### src/rtl/fetch_pair_sequencer_if.sv
// Fetch sequencer bundle: issue-side controls in, ROM controls and status out.
interface fetch_pair_sequencer_if;
    logic        fetch_en;
    logic [1:0]  consume;
    logic        branch_valid;
    logic [14:0] branch_target;
    logic [13:0] rom_addr;
    logic        pc_1;
    logic        sel_mem_1;
    logic [1:0]  sel_mem_0;
    logic        ir0_valid;
    logic        ir1_valid;
    logic [14:0] pc;
    logic        err;

    modport master (
        output fetch_en, consume, branch_valid, branch_target,
        input  rom_addr, pc_1, sel_mem_1, sel_mem_0,
        input  ir0_valid, ir1_valid, pc, err
    );

    modport slave (
        input  fetch_en, consume, branch_valid, branch_target,
        output rom_addr, pc_1, sel_mem_1, sel_mem_0,
        output ir0_valid, ir1_valid, pc, err
    );
endinterface

### src/rtl/fetch_pair_sequencer.sv
// Dual-issue fetch sequencer for the two-bank interleaved program ROM.
// Owns the instruction-index PC and steers bank/row selection.
module fetch_pair_sequencer #(
    parameter int PROG_LEN = 22
) (
    input  logic                          clk,
    input  logic                          rst_n,
    fetch_pair_sequencer_if.slave         bus
);
    localparam logic [15:0] LEN = 16'(PROG_LEN);

    typedef enum logic [1:0] {
        IDLE,
        FETCH,
        REDIRECT,
        HALT
    } state_t;

    state_t      state, state_n;
    logic [14:0] pc_q, pc_n;
    logic        err_q, err_n;
    logic        v0, v1;
    logic [1:0]  slots, adv;
    logic [15:0] nxt;

    // Slot validity is computed in 16 bits so pc+1 never wraps.
    assign v0    = {1'b0, pc_q} < LEN;
    assign v1    = ({1'b0, pc_q} + 16'd1) < LEN;
    assign slots = {1'b0, v0} + {1'b0, v1};
    assign adv   = (bus.consume > slots) ? slots : bus.consume;
    assign nxt   = {1'b0, pc_q} + {14'd0, adv};

    always_comb begin
        state_n = state;
        pc_n    = pc_q;
        err_n   = err_q;
        if (bus.branch_valid && state != IDLE) begin
            pc_n    = bus.branch_target;
            state_n = REDIRECT;
        end else begin
            unique case (state)
                IDLE: begin
                    if (bus.fetch_en) state_n = FETCH;
                end
                FETCH: begin
                    if (bus.fetch_en) begin
                        pc_n = nxt[14:0];
                        if (bus.consume > slots) err_n = 1'b1;
                        if (nxt >= LEN) state_n = HALT;
                    end
                end
                REDIRECT: begin
                    state_n = v0 ? FETCH : HALT;
                end
                HALT: begin
                    state_n = HALT;
                end
                default: state_n = IDLE;
            endcase
        end
    end

    always_ff @(posedge clk or negedge rst_n) begin
        if (!rst_n) begin
            state <= IDLE;
            pc_q  <= '0;
            err_q <= 1'b0;
        end else begin
            state <= state_n;
            pc_q  <= pc_n;
            err_q <= err_n;
        end
    end

    // Odd pc: IR_0 from bank 1, IR_1 from bank 0 one row further.
    assign bus.rom_addr  = pc_q[14:1];
    assign bus.pc_1      = pc_q[0];
    assign bus.sel_mem_0 = pc_q[0] ? 2'd2 : 2'd0;
    assign bus.sel_mem_1 = ~pc_q[0];
    assign bus.ir0_valid = (state == FETCH) & bus.fetch_en & v0;
    assign bus.ir1_valid = (state == FETCH) & bus.fetch_en & v1;
    assign bus.pc        = pc_q;
    assign bus.err       = err_q;
endmodule

### src/flat_wrapper.sv
// flat-port wrapper written by rule: the top's interface ports become plain ports
module fetch_pair_sequencer_flat 
#(
    parameter int PROG_LEN = 22
)
  (clk, rst_n, bus_fetch_en, bus_consume, bus_branch_valid, bus_branch_target, bus_rom_addr, bus_pc_1, bus_sel_mem_1, bus_sel_mem_0, bus_ir0_valid, bus_ir1_valid, bus_pc, bus_err);
  fetch_pair_sequencer_if bus_i ();
  input  logic clk;
  input  logic rst_n;
  input wire logic [$bits(bus_i.fetch_en)-1:0] bus_fetch_en;
  input wire logic [$bits(bus_i.consume)-1:0] bus_consume;
  input wire logic [$bits(bus_i.branch_valid)-1:0] bus_branch_valid;
  input wire logic [$bits(bus_i.branch_target)-1:0] bus_branch_target;
  output wire logic [$bits(bus_i.rom_addr)-1:0] bus_rom_addr;
  output wire logic [$bits(bus_i.pc_1)-1:0] bus_pc_1;
  output wire logic [$bits(bus_i.sel_mem_1)-1:0] bus_sel_mem_1;
  output wire logic [$bits(bus_i.sel_mem_0)-1:0] bus_sel_mem_0;
  output wire logic [$bits(bus_i.ir0_valid)-1:0] bus_ir0_valid;
  output wire logic [$bits(bus_i.ir1_valid)-1:0] bus_ir1_valid;
  output wire logic [$bits(bus_i.pc)-1:0] bus_pc;
  output wire logic [$bits(bus_i.err)-1:0] bus_err;
  assign bus_i.fetch_en = bus_fetch_en;
  assign bus_i.consume = bus_consume;
  assign bus_i.branch_valid = bus_branch_valid;
  assign bus_i.branch_target = bus_branch_target;
  assign bus_rom_addr = bus_i.rom_addr;
  assign bus_pc_1 = bus_i.pc_1;
  assign bus_sel_mem_1 = bus_i.sel_mem_1;
  assign bus_sel_mem_0 = bus_i.sel_mem_0;
  assign bus_ir0_valid = bus_i.ir0_valid;
  assign bus_ir1_valid = bus_i.ir1_valid;
  assign bus_pc = bus_i.pc;
  assign bus_err = bus_i.err;
  fetch_pair_sequencer #(.PROG_LEN(PROG_LEN)) u_core (.clk(clk), .rst_n(rst_n), .bus(bus_i));
endmodule
### config.mk
export PLATFORM = sky130hd
export DESIGN_NAME = fetch_pair_sequencer_flat
export DESIGN_NICKNAME = d
export VERILOG_FILES = /design/src/rtl/fetch_pair_sequencer_if.sv /design/src/rtl/fetch_pair_sequencer.sv /design/src/flat_wrapper.sv
export SDC_FILE = /design/constraint.sdc
export NUM_CORES = 1
export LEC_CHECK = 0
export ABC_AREA = 1
export CAP_MARGIN = 40
export CORE_AREA = 2 2 55 96
export DETAILED_ROUTE_END_ITERATION = 10
export DIE_AREA = 0 0 57 98
export PLACE_DENSITY = 0.79
export SLEW_MARGIN = 20
export SYNTH_ARGS = -nofsm -noshare
export SYNTH_HDL_FRONTEND = slang
export SYNTH_SLANG_ARGS = --single-unit
### constraint.sdc
create_clock -name clk -period 3.7 [get_ports clk]
set_input_delay 0.555 -clock clk [delete_from_list [all_inputs] [get_ports clk]]
set_output_delay 0.555 -clock clk [all_outputs]
set_load 0.02 [all_outputs]
==> impl_metrics.toml, run 1 <==
[outcome]
status = "finished with violations"
violations = "negative setup slack"

[clocking]
cts.path.max_buffers = 2
cts_made_buffers = 3
insertion_delay_ns = 0.27
cts.sinks = 18
clkTransAtPathRegs_ns = 0.09
cts_tree = "built"
htreeDepth = 1
root_buffer = "clkbuf_8"

[timing]
max_freq_mhz = 248
rsz0062_at_grt = "true"
finalCriticalPeriod_ns = 4.03
drv_slew = 0
setup_ws_ns = -0.331
tightest_slew_ns = 0.566
slew_headroom = 0.622
hold_viol_final = 0
clock-skew-final_ns = 0.0173
finalSetupViolCount = 11
min_period_over_period = 1.09

[final_layout]
area_growth_pct = 70.0
final_cells = 442
n_fill_cell = 392
drive_above_1_share = 0.353
nets = 418
finalInstanceArea_um2 = 3170
diodes = 0
post-route-util = 0.653

[routing]
first_pass_iters = 4
wire_per_inst_um = 16.5
drt_iter0_drc = 124
wl_mm = 7.29
drc = 0
ant_nets = 0
vias = 2355
viasPerCell = 5.33

[floorplanning]
die-area_um2 = 5590
die_y_um = 98
start_util = 0.384
num_rows = 34
ios = 57
core_area_um2 = 4850
die_x_um = 57

[min_path]
hp-class = "reg2reg"
min-delay-start = "u_core.bus.err"
hold_end = "u_core.bus.err"
worstHoldPathCells = 1

[setup_path]
r2r-start = "u_core.bus.pc[4]"
crit_family = "simple AND/OR/NAND/NOR gates"
crit_required_ns = 3.89
ff2ff_path_depth = 27
cp_num_buf_inv = 6
endpoint_kind = "register"
critPathKind = "reg2reg"
cp.depth = 27
cp_max_fo = 4
crit_arrival_ns = 4.22
r2r_slack_ns = -0.33
slowest_stage = "dfrtp_1"
critPathLaunchType = "register"
max_stage_delay_ns = 0.49
r2r-end = "u_core.state[1]"

[synthesis]
yosysSeqAreaShare = 0.242
syn_avg_cell_area_um2 = 6.58
ys_async_sr_fraction = 1.00
syn_nets = 312
synth_ff_type = "dfrtp_1"
synth_edf_count = 0
synthCells = 283
synth-seq-cells = 18
synth_area_um2 = 1860
yosysWarnings = 0
synth_cell_types = 31

[place]
io_buffers = 55
gp_congestion = 0.945
dp.cells = 423
dpl-instance-area_um2 = 2750
dp_slack_ns = -0.253
hpwl_mm = 5.05

[global_route]
grt_pass1_wl_mm = 10.5
grt_max_degree = 19
grt_pass1_vias = 2290
overflow = 0
grt_usage = 0.238
antenna_found_initial = 0

[power_and_ir_drop]
p_leak_uw = 0.00142
vdd_drop_max_v = 0.000205
cellPowerDensity_nw_per_um2 = 258

[run]
cap_viol_max_count = 0
-- power by group --
part / total (µW) / internal, µW / switching, µW
Clock: 154 / 76.9 / 77.6
Combinational: 419 / 201 / 218
Sequential: 243 / 215 / 27.6
Total: 816 / 493 / 323
-- layer usage --
layer  routed length [µm]  vias up  GRT usage  part of all wire
li1                     -     1114          -                 -
met1                 2650     1095      0.255              0.36
met2                 3890      110      0.436              0.53
met3                  324       36     0.0238             0.044
met4                  424        0      0.138             0.058
met5                    0        -          0                 0
-- through the flow --
stage,TNS (ns),power (µW),hold slack (ns)
global placement,-0.101,603,0.450
finish,-1.53,816,0.480
detailed placement,-0.791,609,0.460
floorplan,0,433,0.259
CTS,-0.0811,774,0.479
global route,-4.41,855,0.495
-- cells in the mapped netlist, drive strengths merged, types with 2 or more instances --
library cell	n	area [µm²]
o21ai	8	40.0
buf	21	151
nor2	41	191
inv	34	128
xor2	10	87.6
nand4	8	50.1
nand3	27	150
o221ai	8	70.1
dfrtp	18	450
a21oi	2	10.0
ha	7	87.6
o211ai	4	30.0
nand2	86	345
-- kinds of logic after synthesis --
kind of cell,count (synthesis),synth area share
AOI/OAI and AO/OA,27,0.100
DFF,18,0.242
and+or+nand+nor,164,0.402
buffers and inverters,55,0.150
adders and majority gates,8,0.0578
other,1,0.00201
xor gates and xnor gates,10,0.0470
-- layout make-up --
class | count | area, µm² | area share
Sequential cell | 18 | 455 | 0.144
Tap cell | 54 | 67.6 | 0.0213
Multi-Input combinational cell | 210 | 1390 | 0.440
Clock buffer | 4 | 45.0 | 0.0142
Timing Repair Buffer | 122 | 1080 | 0.341
Inverter | 34 | 128 | 0.0403
-- flip-flops by register name, indices dropped and copies added, names as in the netlist --
name / count
u_core.bus.err: 1
u_core.bus.pc: 15
u_core.state: 2
-- cell usage in the layout (no fill, tap or decap), types with 2 or more instances in the layout --
cell type        count
nor2_1              27
nand3_2              8
dfrtp_2              4
o21ai_2              2
o21ai_0              3
inv_2                9
xor2_4               2
nand4_1              8
nor2_4               6
o221ai_1             4
o211ai_1             4
o221ai_2             4
buf_6                3
clkbuf_8             3
nand3_4              3
nand2_4              2
nor2_2               8
nand3_1             16
a21oi_1              2
ha_1                 3
nand2_2             10
buf_4               62
xor2_1               8
inv_1               25
nand2_1             73
ha_4                 3
dfrtp_1             14
o21ai_1              3
clkdlybuf4s50_1     54
-- what timing repair did --
| item | CTS | global route |
|---|---|---|
| gates cloned | 0 | 0 |
| endpoints found under the setup margin | 10 | 14 |
| hold buffers | 0 | 0 |
| setup buffers | 8 | 7 |
| pin swaps | 1 | 23 |
| resized for setup | 16 | 45 |
-- worst max path at each step --
stage / slack [ns] / to / startpoint
floorplan: 0.02 / u_core.state[1] / u_core.bus.pc[1]
global placement: -0.10 / u_core.state[1] / u_core.bus.pc[3]
detailed placement: -0.25 / u_core.state[1] / u_core.bus.pc[3]
CTS: -0.08 / u_core.state[1] / u_core.bus.pc[1]
global route: -0.57 / u_core.state[1] / u_core.bus.pc[0]
finish: -0.33 / u_core.state[1] / u_core.bus.pc[4]
-- worst register-to-register path, stage by stage, from the launching register on --
cell	delay [ns]
dfrtp_1	0.49
nand2_4	0.10
inv_2	0.08
nand3_1	0.17
nor2_1	0.18
xor2_1	0.27
nor2_1	0.09
nand3_2	0.10
inv_2	0.05
ha_4	0.15
inv_2	0.07
ha_4	0.20
inv_2	0.07
nor2_4	0.05
a2bb2oi_4	0.17
nand2_1	0.10
o21ai_2	0.07
ha_2	0.21
fa_2	0.46
nand3_4	0.16
buf_12	0.12
xor2_4	0.16
nand2_1	0.12
inv_1	0.07
nor2_1	0.04
nand2_1	0.05
nand2_1	0.06
nor2_1	0.07
Power figures use the tool's default switching activity.
==> run 2: changes to the inputs <==
- SLEW_MARGIN: 20 -> not set
==> results of run 2 <==
Final layout, timing and power as in run 1 (identical DEF).
==> run 3: changes to the inputs <==
- MAX_ROUTING_LAYER: not set -> met4
- SLEW_MARGIN: not set -> 5
==> impl_metrics.toml, run 3 (synthesis gave the netlist of run 1 again) <==
[floorplanning]
num_rows = 34
die-area_um2 = 5590
ios = 57
die_x_um = 57
start_util = 0.384
die_y_um = 98
core_area_um2 = 4850

[final_layout]
diodes = 0
area_growth_pct = 66.8
layout_commonest_cell = "nand2_1"
drive_above_1_share = 0.355
largest_reg_flops = 15
n_fill_cell = 424
nets = 416
mostFrequentLayoutCells = "69 x nand2_1, 60 x buf_4, 55 x clkdlybuf4s50_1"
final_cells = 440

[setup_path]
max_stage_delay_ns = 0.49
crit_family = "simple AND/OR/NAND/NOR gates"
endpoint_kind = "register"
cp_max_fo = 4
crit_top_cell = "nand2_1"
critPathLaunchType = "register"
crit_required_ns = 3.86
cp_num_buf_inv = 5
r2r_slack_ns = -0.14
crit_arrival_ns = 4.00
slowest_stage = "dfrtp_1"
critPathKind = "reg2reg"

[timing]
rsz0062_at_grt = "true"
tightest_slew_ns = 0.540
drv_slew = 0
finalSetupViolCount = 2
slew_headroom = 0.640
max_freq_mhz = 260
fin_setup_tns_ns = -0.180
clock-skew-final_ns = 0.00234
hold_viol_final = 0
min_period_over_period = 1.04
setup_ws_ns = -0.141
finalCriticalPeriod_ns = 3.84

[routing]
wire_per_inst_um = 15.4
vias = 2261
first_pass_iters = 4
viasPerCell = 5.14
wl_mm = 6.78
drc = 0
ant_nets = 0
drt_iter0_drc = 64

[place]
io_buffers = 55
hpwl_mm = 5.18
gp_congestion = 1.01
dp.cells = 429

[clocking]
hold_buffers = 0
cts.sinks = 18
htreeDepth = 1
insertion_delay_ns = 0.26
cts.path.max_buffers = 2
clkTransAtPathRegs_ns = 0.08
root_buffer = "clkbuf_8"
cts_made_buffers = 3
cts_tree = "built"

[outcome]
violations = "negative setup slack"
status = "finished with violations"

[global_route]
grt_pass1_wl_mm = 10.6
antenna_found_initial = 0
overflow = 0
grt_max_degree = 19
grt_usage = 0.246
grt_pass1_vias = 2299

[min_path]
hp-class = "reg2reg"

[run]
cap_viol_max_count = 0

[power_and_ir_drop]
vdd_drop_max_v = 0.000226
cellPowerDensity_nw_per_um2 = 266
p_total_uw = 826
p_leak_uw = 0.00141
[run 3: worst paths after layout]
check / endpoint / from / depth (start not counted)
max: u_core.state[1] / u_core.bus.pc[5] / 28
min: u_core.bus.err / u_core.bus.err / 1
max reg2reg: u_core.state[1] / u_core.bus.pc[5] / 28
min reg2reg: u_core.bus.err / u_core.bus.err / 1
max in group asynchronous: u_core.bus.pc[1] / rst_n / 2
min in group asynchronous: u_core.bus.pc[10] / rst_n / 1
[run 3: through the flow]
| step | instance area, µm² | utilization | setup slack (ns) | hold WS, ns |
|---|---|---|---|---|
| finish | 3110 | 0.641 | -0.141 | 0.473 |
| global route | 3110 | 0.641 | -0.379 | 0.494 |
| CTS | 2970 | 0.612 | -0.147 | 0.482 |
| detailed placement | 2790 | 0.575 | -0.284 | 0.464 |
| global placement | 2780 | 0.572 | -0.0876 | 0.450 |
| floorplan | 1880 | - | 0.0204 | 0.259 |
[run 3: worst register-to-register path, delay by kind of cell (launching register included)]
family,cells,cell delay [ns]
AND/OR/NAND/NOR,16,1.38
adder cells (fa/ha/maj),4,0.96
flip-flops,1,0.49
AO/OA/AOI/OAI,3,0.47
buffers and inverters,5,0.45
[run 3: metal layers]
| metal | track usage | part of all wire | up-vias |
|---|---|---|---|
| met3 | 0.0291 | 0.035 | 27 |
| met2 | 0.435 | 0.53 | 71 |
| li1 | - | - | 1106 |
| met1 | 0.256 | 0.38 | 1057 |
| met4 | 0.138 | 0.055 | 0 |
| met5 | - | 0 | - |
[run 3: final cells by class]
class / instances / area [µm²] / share of cell area
inverter: 34 / 128 / 0.0411
multi-input combinational: 210 / 1340 / 0.431
tap: 54 / 67.6 / 0.0217
clock buffer: 4 / 55.1 / 0.0177
timing repair buffer: 120 / 1060 / 0.341
sequential: 18 / 457 / 0.147
[run 3: repair_timing]
action / in CTS / in global routing
endpoints found under the setup margin: 11 / 14
pin swaps: 23 / 32
gates resized for setup: 24 / 32
buffers inserted: 4 / 3
[run 3: where the power goes]
part	switching [µW]	internal (µW)	total, µW
Sequential	26.5	216	242
Combinational	211	202	413
Clock	76.3	94.8	171
Total	314	512	826
